==> config.mk <==
export PLATFORM = sky130hd
export DESIGN_NAME = sub_eq_avg
export DESIGN_NICKNAME = d
export VERILOG_FILES = /design/src/rtl/sub_eq_avg.sv
export SDC_FILE = /design/constraint.sdc
export NUM_CORES = 2
export LEC_CHECK = 0
export BUFFER_PORTS_ARGS = -buffer_cell sky130_fd_sc_hd__buf_2
export CAP_MARGIN = 20
export CORE_ASPECT_RATIO = 1.25
export CORE_MARGIN = 2
export CORE_UTILIZATION = 61
export CTS_BUF_LIST = sky130_fd_sc_hd__clkbuf_8
export DETAILED_ROUTE_END_ITERATION = 10
export PLACE_DENSITY = 0.79
export SYNTH_ARGS = -nofsm -noshare
export SYNTH_HDL_FRONTEND = slang
export SYNTH_SLANG_ARGS = --single-unit
==> constraint.sdc <==
create_clock -name clk -period 7.2 [get_ports clk]
set_input_delay 0 -clock clk [delete_from_list [all_inputs] [get_ports clk]]
set_output_delay 0 -clock clk [all_outputs]
set_load 0.02 [all_outputs]
==> src/rtl/sub_eq_avg.sv <==
// ============================================================================
// Module   : sub_eq_avg
// Purpose  : Pilot channel estimator. It correlates pilots against PRBS9 and
//            takes a moving-window average with saturation.
// Revision : 1.0 - initial release
// ============================================================================
`default_nettype none

module sub_eq_avg #(
  parameter int         W           = 12,
  parameter int         EQ_PREC     = 10,
  parameter int         LEVEL       = 2000,
  parameter int         STEP_PILOT  = 4,
  parameter int         AVG_LOG2    = 1,
  parameter int         SCALE_SHIFT = 4,
  parameter logic [8:0] PILOT_SEED  = 9'h1FF,
  localparam int        HW          = W + EQ_PREC + 1
) (
  input  logic                 clk,
  input  logic                 rst,
  input  logic                 ival,
  input  logic                 isop,
  input  logic [1:0]           index,
  input  logic signed [W-1:0]  sub_i,
  input  logic signed [W-1:0]  sub_q,
  input  logic                 win_mode,
  output logic                 oval,
  output logic                 osop,
  output logic [1:0]           oindex,
  output logic signed [W-1:0]  osub_i,
  output logic signed [W-1:0]  osub_q,
  output logic                 h_oval,
  output logic signed [HW-1:0] h_i,
  output logic signed [HW-1:0] h_q,
  output logic [2*W:0]         koef,
  output logic                 win_full
);

  localparam int N  = 1 << AVG_LOG2;
  localparam int PW = 2 * W + 1;
  localparam int SW = PW + AVG_LOG2;
  localparam int FW = AVG_LOG2 + 1;
  localparam int XW = ((SW > HW) ? SW : HW) + 1;
  localparam int DW = 2 * W + 4;

  localparam logic signed [W-1:0]  LVL  = W'(LEVEL);
  localparam logic [FW-1:0]        NF   = FW'(N);
  localparam logic signed [XW-1:0] HMAX = {{(XW-HW+1){1'b0}}, {(HW-1){1'b1}}};
  localparam logic signed [XW-1:0] HMIN = {{(XW-HW+1){1'b1}}, {(HW-1){1'b0}}};

  logic accept, sop, upd;
  assign accept = ival & (index == 2'd2);
  assign sop    = ival & isop;

  // A start of symbol takes effect before a coincident pilot uses the sequence.
  logic [8:0]          lfsr_q, lfsr_d, lfsr_cur;
  logic signed [W-1:0] pil;
  always_comb begin
    lfsr_cur = sop ? PILOT_SEED : lfsr_q;
    lfsr_d   = lfsr_cur;
    if (accept) lfsr_d = {lfsr_cur[0] ^ lfsr_cur[5], lfsr_cur[8:1]};
    pil = lfsr_cur[0] ? LVL : -LVL;
  end

  logic signed [W:0]    s_sum, s_dif;
  logic signed [2*W-1:0] sq_i, sq_q;
  logic                 s1_vld_q;
  logic signed [PW-1:0] s1_i_q, s1_q_q;
  logic [PW-1:0]        s1_pw_q;
  always_comb begin
    s_sum = (W+1)'(sub_i) + (W+1)'(sub_q);
    s_dif = (W+1)'(sub_q) - (W+1)'(sub_i);
    sq_i  = (2*W)'(sub_i) * (2*W)'(sub_i);
    sq_q  = (2*W)'(sub_q) * (2*W)'(sub_q);
  end

  always_ff @(posedge clk) begin
    if (rst) begin
      lfsr_q   <= PILOT_SEED;
      s1_vld_q <= 1'b0;
      s1_i_q   <= '0;
      s1_q_q   <= '0;
      s1_pw_q  <= '0;
    end else begin
      lfsr_q   <= lfsr_d;
      s1_vld_q <= accept;
      if (accept) begin
        s1_i_q  <= PW'(s_sum) * PW'(pil);
        s1_q_q  <= PW'(s_dif) * PW'(pil);
        s1_pw_q <= {1'b0, sq_i} + {1'b0, sq_q};
      end
    end
  end

  // Window: oldest entry leaves the running sum as the newest one enters.
  logic signed [PW-1:0] win_i_q [N];
  logic signed [PW-1:0] win_q_q [N];
  logic [PW-1:0]        win_pw_q [N];
  logic signed [SW-1:0] sum_i_q, sum_q_q, sum_i_d, sum_q_d, sc_i, sc_q;
  logic [SW-1:0]        sum_pw_q, sum_pw_d;
  logic [FW-1:0]        fill_q, fill_d, eff_n;
  logic                 h_oval_d;
  logic [PW-1:0]        koef_d;

  // A pilot still in flight from the old symbol is dropped by the clear.
  assign upd   = s1_vld_q & ~sop;
  assign eff_n = win_mode ? FW'(1) : NF;

  always_comb begin
    sum_i_d  = sum_i_q;
    sum_q_d  = sum_q_q;
    sum_pw_d = sum_pw_q;
    fill_d   = fill_q;
    if (upd) begin
      if (win_mode) begin
        sum_i_d  = SW'(s1_i_q);
        sum_q_d  = SW'(s1_q_q);
        sum_pw_d = SW'(s1_pw_q);
        fill_d   = FW'(1);
      end else begin
        sum_i_d  = sum_i_q + SW'(s1_i_q) - SW'(win_i_q[N-1]);
        sum_q_d  = sum_q_q + SW'(s1_q_q) - SW'(win_q_q[N-1]);
        sum_pw_d = sum_pw_q + SW'(s1_pw_q) - SW'(win_pw_q[N-1]);
        fill_d   = (fill_q >= NF) ? NF : fill_q + FW'(1);
      end
    end
    h_oval_d = upd & (fill_d == eff_n);
    if (win_mode) begin
      sc_i   = sum_i_d >>> SCALE_SHIFT;
      sc_q   = sum_q_d >>> SCALE_SHIFT;
      koef_d = PW'(sum_pw_d);
    end else begin
      sc_i   = (sum_i_d >>> AVG_LOG2) >>> SCALE_SHIFT;
      sc_q   = (sum_q_d >>> AVG_LOG2) >>> SCALE_SHIFT;
      koef_d = PW'(sum_pw_d >> AVG_LOG2);
    end
  end

  function automatic logic signed [HW-1:0] sat(input logic signed [SW-1:0] v);
    logic signed [XW-1:0] x;
    x = XW'(v);
    if (x > HMAX)      x = HMAX;
    else if (x < HMIN) x = HMIN;
    return x[HW-1:0];
  endfunction

  logic                 h_oval_q;
  logic signed [HW-1:0] h_i_q, h_q_q;
  logic [PW-1:0]        koef_q;

  always_ff @(posedge clk) begin
    if (rst || sop) begin
      for (int k = 0; k < N; k++) begin
        win_i_q[k]  <= '0;
        win_q_q[k]  <= '0;
        win_pw_q[k] <= '0;
      end
      sum_i_q  <= '0;
      sum_q_q  <= '0;
      sum_pw_q <= '0;
      fill_q   <= '0;
    end else begin
      if (upd) begin
        win_i_q[0]  <= s1_i_q;
        win_q_q[0]  <= s1_q_q;
        win_pw_q[0] <= s1_pw_q;
        for (int k = 1; k < N; k++) begin
          win_i_q[k]  <= win_i_q[k-1];
          win_q_q[k]  <= win_q_q[k-1];
          win_pw_q[k] <= win_pw_q[k-1];
        end
      end
      sum_i_q  <= sum_i_d;
      sum_q_q  <= sum_q_d;
      sum_pw_q <= sum_pw_d;
      fill_q   <= fill_d;
    end
  end

  always_ff @(posedge clk) begin
    if (rst) begin
      h_oval_q <= 1'b0;
      h_i_q    <= '0;
      h_q_q    <= '0;
      koef_q   <= '0;
    end else begin
      h_oval_q <= h_oval_d;
      if (h_oval_d) begin
        h_i_q  <= sat(sc_i);
        h_q_q  <= sat(sc_q);
        koef_q <= koef_d;
      end
    end
  end

  assign h_oval   = h_oval_q;
  assign h_i      = h_i_q;
  assign h_q      = h_q_q;
  assign koef     = koef_q;
  assign win_full = (fill_q >= eff_n);

  // Data path: free-running delay line aligned to the estimate.
  logic [DW-1:0] dly_q [STEP_PILOT];
  logic [DW-1:0] din;
  assign din = {ival & (index == 2'd1), sop, index, sub_i, sub_q};

  always_ff @(posedge clk) begin
    if (rst) begin
      for (int k = 0; k < STEP_PILOT; k++) dly_q[k] <= '0;
    end else begin
      dly_q[0] <= din;
      for (int k = 1; k < STEP_PILOT; k++) dly_q[k] <= dly_q[k-1];
    end
  end

  assign {oval, osop, oindex, osub_i, osub_q} = dly_q[STEP_PILOT-1];

endmodule

`default_nettype wire

==> run summary <==
clock slew seen by the registers of the worst setup and hold paths = 0.06 ns
aggregate negative setup slack = 0 ns
Setup crit start = sub_q[1]
number of design rule violations left after detail routing = 0
area of the mapped netlist = 0.0399 mm^2
gate count of the mapped netlist = 4,348
fraction of layout cells with a size suffix above 1 = 7.99%
clock tree root buffer cell = clkbuf_8
proportion of register bits with asynchronous set or reset after synthesis = 0%
average detailed-routed wire length per instance = 18.2 um
Placed Instance Area = 0.0414 mm^2
die area = 0.0676 mm^2
Top FF cell, synth = dfxtp_1
post-synth top area cell = fa_1
sequential-to-total area share from yosys stat = 26.6%
DP Cell Count = 5,205
highest layer used for signal routing = met4
number of antenna violations at the first check in global routing = 1
total iterations of the first detailed-routing run = 7
initial drt markers = 2,186
met3 WL = 6.18 mm
critical path class = input pin to flip-flop
achievable clock frequency = 146 MHz
die outline width = 233 um
global-route wire length before repair = 158 mm
HPWL after detailed placement = 74.4 mm
worst slack on hold paths = 0.143 ns
IO Count = 132
post-route fraction of the period consumed by the critical path = 95.0%
vias per cell = 5.61
average instance area after synthesis = 9.19 um^2
Routed met2 length = 48.6 mm
count of nets left with antenna violations after detail routing = 0
count of flip-flops with a built-in enable after synthesis = 130
wire length on met1 = 39.2 mm
post-route non-filler standard cell count = 5,379
shortest period the worst path allows = 6.84 ns
Filler Cell Count = 5,043
worst endpoint required time = 7.72 ns
storage element area = 0.0106 mm^2
combined area of the multi-input logic cells = 0.0253 mm^2
final instance area = 0.0433 mm^2
last element of the critical path = s1_i_q[23]$_SDFFE_PP0P_
overall die height = 290 um
sum of overflow across all layers after global routing = 0
setup clock skew after layout = 0.0609 ns
cell types with the highest counts after synthesis = 873 x inv_1, 457 x fa_1, 361 x nor2_1, 352 x ha_1, 335 x dfxtp_1
top-count cell post-synth = inv_1
area grow syn2layout = 8.36%
number of global-route vias before repair = 31,000
fraction of post-synthesis cell area in the top cell type by area = 22.9%
worst hold path type = input pin to flip-flop
Post-CTS Setup Bufs = 0
total routing resource utilization after global routing = 29.4%
Num CTS Buffers = 77
Yosys reg bits = 465
synthesized net count = 5,188
crit path capture type = flip-flop
weighted congestion reported at the end of routability-driven placement = 0.947
area of the placeable core = 0.0645 mm^2
Rows = 104
kind of launch point of the worst setup path = input pin
number of different library cells in the post-synthesis netlist = 85
Worst R2R Setup Slack = 0.88 ns
arrival time of the worst setup path = 7.36 ns
result of the run = completed
endpoint of the lowest-slack register-to-register path = s1_i_q[23]$_SDFFE_PP0P_
wire length after detailed routing = 98.0 mm
pin count of the biggest net entering global routing = 99
total count of hold-check failures in the final report = 0
Layout Nets = 5,307
biggest fanout along the worst timing path = 6
IO buf count = 131
max-slew violations = 0
Crit Reg-Reg Startpoint = lfsr_q[0]$_SDFF_PP1_
actual slew at the worst max-slew pin = 1.09 ns
Synthesis Warnings = 0
Relative slew margins = 27.4%
CTS tree = built
number of vias in the routed layout = 30,200
number of cells traversed by the worst register-to-register path = 23
Clock Latency Late Sink = 0.68 ns
number of levels in the clock H-tree = 3
most area-consuming cells after synthesis = fa_1 23%, dfxtp_1 17%, ha_1 11%, edfxtp_1 9.8%, inv_1 8.2%
Max clock buf depth = 3
Initial Util = 61.9%
max-cap violations = 0
number of failing setup endpoints in the final timing report = 0
clk sink count = 465
-- per-stage QoR --
step | setup WS [ns] | utilization (%)
floorplan | 0.626 | -
global placement | 0.107 | 64.1
detailed placement | -0.0735 | 64.1
CTS | 0.0898 | 67.0
global route | -0.0137 | 67.1
finish | 0.361 | 67.1
-- flip-flops by register name, indices dropped and copies added, names as in the netlist --
register  count
s1_q_q       20
koef         25
fill_q        2
lfsr_q        9
h_oval        1
sum_pw_q     26
sum_q_q      24
s1_pw_q      24
s1_i_q       21
h_q          23
h_i          23
win_pw_q     50
s1_vld_q      1
dly_q       112
win_q_q      40
win_i_q      40
sum_i_q      24
-- cell type report --
class | instances | area share (%)
multi-input cells | 2821 | 58.6
flip-flops and latches | 465 | 24.5
inverters | 878 | 7.63
repair buffers | 224 | 3.33
clock buffers | 89 | 2.83
well taps | 848 | 2.45
clock inverters | 52 | 0.668
diodes | 2 | 0.0116
-- critical path: stages --
cell and delay [ns]:
dlygate4sd3_1 0.52, buf_2 0.25, clkinvlp_4 0.30, fa_1 0.49, o21bai_1 0.16, a21oi_1 0.12, o21ba_2 0.22, o31ai_1 0.26
a211oi_1 0.15, o21bai_2 0.26, xnor2_1 0.25, nand2_1 0.22, inv_2 0.17, fa_1 0.43, fa_1 0.55, inv_1 0.05
fa_1 0.48, inv_1 0.05, fa_1 0.43, ha_1 0.28, ha_1 0.32, a21oi_1 0.21, o21ai_0 0.16, a211o_1 0.30
a211o_1 0.30, a21oi_1 0.18, xor2_1 0.16, a211oi_1 0.08
-- layout by cell type, fill, tap and decap left out, types with 105 or more instances in the layout --
cell type  instances
dfxtp_1          335
buf_2            128
nor2b_1          105
o21ai_0          165
nand2_1          301
inv_1            896
a21oi_1          211
ha_1             352
fa_1             457
edfxtp_1         130
xnor2_1          142
nor2_1           357
-- routing by layer --
layer  vias to the layer above  global-route usage, %
li1                      14200                      -
met1                     14800                   37.0
met2                      1050                   51.2
met3                       231                   3.33
met4                         0                   11.9
met5                         -                      0
-- logic make-up after synthesis --
logic type,count (synthesis),share of synthesized area [%]
buffers and inverters,1062,10.2
adder cells (fa/ha/maj),809,33.9
flip-flops,465,26.6
AO/OA/AOI/OAI,761,12.4
XOR/XNOR,195,4.28
AND/OR/NAND/NOR,1028,11.8
multiplexers,28,0.808
-- timing repair --
item	4_1_cts	5_1_grt
setup endpoints to repair	0	15
resized for setup	0	18
hold endpoints to repair	106	0
hold buffers	31	0
-- worst min-delay path by stage --
stage	start	end	slack, ns	depth (start not counted)
floorplan	rst	dly_q[0][24]$_SDFF_PP0_	0.08	1
global placement	index[1]	dly_q[0][25]$_SDFF_PP0_	0.26	2
detailed placement	index[1]	dly_q[0][25]$_SDFF_PP0_	0.27	2
CTS	index[1]	dly_q[0][25]$_SDFF_PP0_	0.11	3
global route	index[1]	dly_q[0][25]$_SDFF_PP0_	0.13	3
finish	index[1]	dly_q[0][25]$_SDFF_PP0_	0.14	3
Power is left out: the tool's default activity adds up to more than one toggle a clock period on the data nets, which glitch-free logic cannot reach.
